File: config.mk
export PLATFORM = sky130hd
export DESIGN_NAME = dino_motion_ctrl
export DESIGN_NICKNAME = d
export VERILOG_FILES = /design/src/rtl/dino_pkg.sv /design/src/rtl/button_debouncer.sv /design/src/rtl/dino_motion_ctrl.sv
export SDC_FILE = /design/constraint.sdc
export NUM_CORES = 1
export LEC_CHECK = 0
export ABC_CLOCK_PERIOD_IN_PS = 7550
export CAP_MARGIN = 40
export CORE_AREA = 2 2 95 166
export CTS_CLUSTER_DIAMETER = 80
export DETAILED_ROUTE_END_ITERATION = 8
export DIE_AREA = 0 0 97 168
export PLACE_DENSITY = 0.76
export SLEW_MARGIN = 20
export SYNTH_ARGS = -nofsm -noshare
export SYNTH_HDL_FRONTEND = slang
export SYNTH_HIERARCHICAL = 1
export SYNTH_SLANG_ARGS = --single-unit
File: constraint.sdc
create_clock -name clk -period 7.55 [get_ports clk]
set_clock_uncertainty 0.2 [all_clocks]
set_input_delay 1.1325 -clock clk [delete_from_list [all_inputs] [get_ports clk]]
set_output_delay 1.1325 -clock clk [all_outputs]
set_load 0.01 [all_outputs]
File: src/rtl/dino_pkg.sv
// Constants and FSM encoding shared by the dino motion controller and the VGA renderer.
package dino_pkg;

  localparam int GROUND_Y = 275;
  localparam int DINO_X   = 50;

  typedef enum logic [1:0] {
    ST_GROUND = 2'd0,
    ST_DUCK   = 2'd1,
    ST_RISE   = 2'd2,
    ST_FALL   = 2'd3
  } dino_state_t;

  function automatic logic isAirborne(input dino_state_t st);
    return (st == ST_RISE) || (st == ST_FALL);
  endfunction

endpackage

File: src/rtl/button_debouncer.sv
// Two-flop synchronizer followed by a stability counter; the output level only
// follows the synchronized input once it has disagreed for DEBOUNCE_CYCLES cycles.
module button_debouncer #(
  parameter int DEBOUNCE_CYCLES = 1000000
) (
  input  logic clk,
  input  logic reset,
  input  logic btn_i,
  output logic level_o
);

  localparam int CW = (DEBOUNCE_CYCLES > 1) ? $clog2(DEBOUNCE_CYCLES) : 1;
  localparam logic [CW-1:0] LastCount = CW'(DEBOUNCE_CYCLES - 1);

  logic          sync1_q;
  logic          sync2_q;
  logic          level_q;
  logic [CW-1:0] count_q;

  // Any cycle where the input agrees with the held level restarts the count.
  always_ff @(posedge clk or posedge reset) begin
    if (reset) begin
      sync1_q <= 1'b0;
      sync2_q <= 1'b0;
      level_q <= 1'b0;
      count_q <= '0;
    end else begin
      sync1_q <= btn_i;
      sync2_q <= sync1_q;
      if (sync2_q != level_q) begin
        if (count_q == LastCount) begin
          level_q <= sync2_q;
          count_q <= '0;
        end else begin
          count_q <= count_q + CW'(1);
        end
      end else begin
        count_q <= '0;
      end
    end
  end

  assign level_o = level_q;

endmodule

File: src/rtl/dino_motion_ctrl.sv
// Dino jump/duck motion controller: debounced buttons drive a ballistic FSM that
// advances once per VGA frame and freezes while the game is over.
module dino_motion_ctrl #(
  parameter int GROUND_Y        = dino_pkg::GROUND_Y,
  parameter int DINO_X          = dino_pkg::DINO_X,
  parameter int JUMP_V0         = 20,
  parameter int GRAVITY         = 1,
  parameter int DEBOUNCE_CYCLES = 1000000
) (
  input  logic        clk,
  input  logic        reset,
  input  logic        up_btn,
  input  logic        down_btn,
  input  logic        screen_end,
  input  logic        game_over,
  output logic        up,
  output logic        down,
  output logic [31:0] dino_x,
  output logic [31:0] dino_y,
  output logic        airborne,
  output logic [15:0] jump_count
);

  import dino_pkg::*;

  localparam logic [31:0] GroundY = 32'(GROUND_Y);
  localparam logic [4:0]  Grav5   = 5'(GRAVITY);
  localparam logic [4:0]  V0      = 5'(JUMP_V0);

  dino_state_t state_q, state_d;
  logic [4:0]  vel_q, vel_d;
  logic [31:0] dinoY_q, dinoY_d;
  logic [15:0] jumpCount_q, jumpCount_d;
  logic        airborne_q, airborne_d;
  logic        screenEnd_q;
  logic        frameTick;
  logic        upLevel, downLevel;
  logic [4:0]  velMinusG;
  logic [31:0] fallSum;

  button_debouncer #(.DEBOUNCE_CYCLES(DEBOUNCE_CYCLES)) upDebounce (
    .clk     (clk),
    .reset   (reset),
    .btn_i   (up_btn),
    .level_o (upLevel)
  );

  button_debouncer #(.DEBOUNCE_CYCLES(DEBOUNCE_CYCLES)) downDebounce (
    .clk     (clk),
    .reset   (reset),
    .btn_i   (down_btn),
    .level_o (downLevel)
  );

  assign frameTick = screen_end & ~screenEnd_q;
  assign velMinusG = vel_q - Grav5;
  assign fallSum   = dinoY_q + 32'(vel_q) + 32'(GRAVITY);

  always_ff @(posedge clk or posedge reset) begin
    if (reset) begin
      state_q     <= ST_GROUND;
      vel_q       <= '0;
      dinoY_q     <= GroundY;
      jumpCount_q <= '0;
      airborne_q  <= 1'b0;
      screenEnd_q <= 1'b0;
    end else begin
      state_q     <= state_d;
      vel_q       <= vel_d;
      dinoY_q     <= dinoY_d;
      jumpCount_q <= jumpCount_d;
      airborne_q  <= airborne_d;
      screenEnd_q <= screen_end;
    end
  end

  // Motion only advances on the rising edge of screen_end; jump has priority over duck.
  always_comb begin
    state_d     = state_q;
    vel_d       = vel_q;
    dinoY_d     = dinoY_q;
    jumpCount_d = jumpCount_q;
    if (frameTick && !game_over) begin
      case (state_q)
        ST_GROUND, ST_DUCK: begin
          if (upLevel) begin
            state_d = ST_RISE;
            vel_d   = V0;
            if (jumpCount_q != 16'hFFFF) jumpCount_d = jumpCount_q + 16'd1;
          end else if (downLevel) begin
            state_d = ST_DUCK;
          end else begin
            state_d = ST_GROUND;
          end
        end
        ST_RISE: begin
          if (downLevel) begin
            state_d = ST_FALL;
            vel_d   = '0;
          end else begin
            dinoY_d = dinoY_q - 32'(vel_q);
            vel_d   = velMinusG;
            if (velMinusG == 5'd0) state_d = ST_FALL;
          end
        end
        ST_FALL: begin
          if (fallSum >= GroundY) begin
            dinoY_d = GroundY;
            vel_d   = '0;
            state_d = ST_GROUND;
          end else begin
            dinoY_d = fallSum;
            vel_d   = vel_q + Grav5;
          end
        end
        default: state_d = ST_GROUND;
      endcase
    end
  end

  always_comb begin
    airborne_d = isAirborne(state_d);
  end

  assign up         = upLevel;
  assign down       = downLevel;
  assign dino_x     = 32'(DINO_X);
  assign dino_y     = dinoY_q;
  assign airborne   = airborne_q;
  assign jump_count = jumpCount_q;

endmodule

==> run metrics <==
CP max stage delay=~730 ps; sequential share of the synthesized area=38.81%; Critical Path Most Common Cell=inv_1; Post-synth EDFFs=0; Worst Path Arrival=4520 ps; Final Hold Fails=0; final hold slack=157.8 ps; leakage=0.003110 uW; ranking of synthesized cells by area=dfrtp_1 (37%), nand2_1 (4.6%), o21ai_0 (4.4%); HPWL Detailed=between 10 and 15 mm; Design Power=1057 uW; r2r endpoint=dino_y[0]$_DFFE_PP1P_; Resize count post-CTS=0; DR iter-0 viols=271; PortBufs=56; row count=60; GRT Residual Overflow=0; TritonCTS Sinks=103; Reg clk slew, reported paths=70 ps; DRT Wirelength=16.06 mm; TritonCTS clock tree=done; startpoint of the worst hold path=downDebounce/sync1_q$_DFF_PP0_; ant diodes=0; crit path buf inv count=2; cell family contributing the most delay on the critical path=simple AND/OR/NAND/NOR gates; Post-DRT Antenna Nets=0; Fmax=0.2254 GHz; post-synthesis cell area=6654 um^2; Core Area=15090 um^2; required time of the critical path=7630 ps; CP endpoint kind=flip-flop; hold buffers post-CTS=0; Num CTS Buffers=9; total track usage=19.49%; Slowest-stage cell, CP=nor4_1; multi-input logic area=approximately 3700 um^2; worst min-delay path endpoint=downDebounce/sync2_q$_DFF_PP0_; VDD IR max=97.89 uV; Top Ports=89; Most used DFF post-synth=dfrtp_1; maxcap violations=0; Die Y=168 um; Layout area overhead=13.29%; reg2reg start=vel_q[0]$_DFFE_PP0P_; clk buf depth=2; WHS Path Cells=0; routed len/inst=roughly 16 um; ys async rst share=between 90% and 100%; Placer Congestion=0.8769; Post-CTS Setup Inserts=0; number of global-route vias before repair=5503; Ys Warns=6; top-count cell post-synth=dfrtp_1; 1st-pass router iterations=5; CP Launch Type=flip-flop; Yosys reg bits=103; synthesized area per cell=8.687 um^2; RSZ-0062 raised after global routing=no; list of most frequent post-synthesis cells=dfrtp_1 (99), nand2_1 (81), nor2_1 (72); outcome=complete, no violations; power per cell area=140.2 nW/um^2; Slew HR=a little under half; post-synth top area share=37.23%; Worst-Margin Slew=790.2 ps; Initial Utilization=44.10%; final-layout fill cell count=approximately 1400; internal reg-to-reg setup slack=3110 ps; Nets=827; Worst-Skew Late Latency=between 300 and 400 ps; DRC Markers=0; final setup fails=0; Vias=5703; Post-Synthesis Cells=766; setup_tns=0 ps; Critical Path, Cell by Cell=inv_1, ha_1, inv_1, fa_1, nor2b_1, o211ai_2, nand2_1, mux2_2, a211oi_1, or4b_1, nor4_1, a21oi_1, a21o_1; root buffer cell=clkbuf_16; largest net degree at the start of global routing=58; Die X=97 um; Final Cycle Share=58.76%; initial antenna violation count=0; Pins Over Slew Limit=0; total die area=~16000 um^2; min-delay worst type=flip-flop to flip-flop; first-pass GRT wire length=26.34 mm; crit path time final=4436 ps; Crit Path Category=flip-flop to flip-flop; share of layout cells above drive strength 1=6.436%; register area=2582 um^2; synth unique cells=between 60 and 70; biggest area consumer among synthesized cells=dfrtp_1; Crit Path Max Fanout=8; Vias/cell=5.737; total number of H-tree levels=3; cells on worst reg2reg path=13
state kept, by name (all words and copies together) (netlist names), 2 cells and up:
| register | flops |
|---|---|
| downDebounce/count_q | 20 |
| dino_y | 32 |
| vel_q | 5 |
| upDebounce/count_q | 20 |
| state_q | 2 |
| jump_count | 16 |
cells by family after synthesis:
| family | synth area share (%) |
|---|---|
| multiplexers | 1.448 |
| flip-flops | 38.81 |
| buffers and inverters | 7.296 |
| other | 0.1129 |
| adder cells (fa/ha/maj) | 3.610 |
| XOR/XNOR | 7.108 |
| AO/OA/AOI/OAI | 15.98 |
| AND/OR/NAND/NOR | 25.63 |
stage by stage:
step | utilization, % | area [um^2] | instances | worst slack (ps)
final | 49.96 | 7538 | 994 | 3114
after global routing | 49.96 | 7538 | 994 | 2949
after CTS | 49.96 | 7538 | 994 | 3131
after detailed placement | 48.08 | 7254 | 978 | 2923
after global placement | 47.63 | 7187 | 973 | 3001
after floorplan | - | 6766 | 796 | 3656
worst max-delay path by stage:
stage	cells after the start	startpoint	slack [ps]	end
2_1_floorplan	15	dino_y[0]$_DFFE_PP1P_	3660	vel_q[0]$_DFFE_PP0P_
6_report	13	vel_q[0]$_DFFE_PP0P_	3110	dino_y[0]$_DFFE_PP1P_
3_3_place_gp	8	screen_end	3000	jump_count[14]$_DFFE_PP0P_
3_5_place_dp	8	screen_end	2920	jump_count[14]$_DFFE_PP0P_
4_1_cts	13	vel_q[0]$_DFFE_PP0P_	3130	dino_y[0]$_DFFE_PP1P_
5_1_grt	13	vel_q[0]$_DFFE_PP0P_	2950	dino_y[3]$_DFFE_PP0P_
cell type report:
class / instances / share of cell area [%]
Clock buffer: 11 / 3.220
Clock inverter: 5 / 0.5477
Inverter: 24 / 1.195
Multi-Input combinational cell: 601 / 49.06
Sequential cell: 103 / 34.26
Tap cell: 186 / 3.087
Timing Repair Buffer: 64 / 8.631
layout by cell type (no fill, tap or decap), types with 11 or more instances in the layout:
master / n
o31ai_1: 11
nor2_1: 72
inv_1: 23
nand3_1: 38
and4_1: 11
xor2_1: 23
xnor2_1: 31
and3_1: 12
clkdlybuf4s50_1: 56
a21oi_1: 36
nand2_1: 81
ha_1: 16
conb_1: 32
or4_1: 14
or3_1: 23
o21ai_0: 59
dfrtp_1: 99
nor3_1: 18
power breakdown:
group / leakage (uW) / internal (uW) / switching [uW] / total [uW]
sequential: 0.00139 / 556 / 5.07 / 561
combinational: 0.00159 / 11.1 / 28.5 / 39.6
clock: 0.000133 / 236 / 220 / 456
total: 0.00311 / 804 / 253 / 1060
layer usage:
layer  share of wire, %  up-vias  global-route usage (%)
met5                  0        -                       0
met4                2.9        0                   8.818
met3                3.6       33                   2.283
met2                 55      157                   37.77
met1                 38     2779                   20.75
li1                   -     2734                       -
worst reg2reg max path, delay by kind of cell, from the launching register on:
family,cells,cell delay [ps]
buf+inv,2,160
simple gates,4,1690
compound gates,4,1000
flops,1,460
fa+ha+maj,2,600
mux,1,280
No activity file was read; power rests on OpenSTA's default activity.
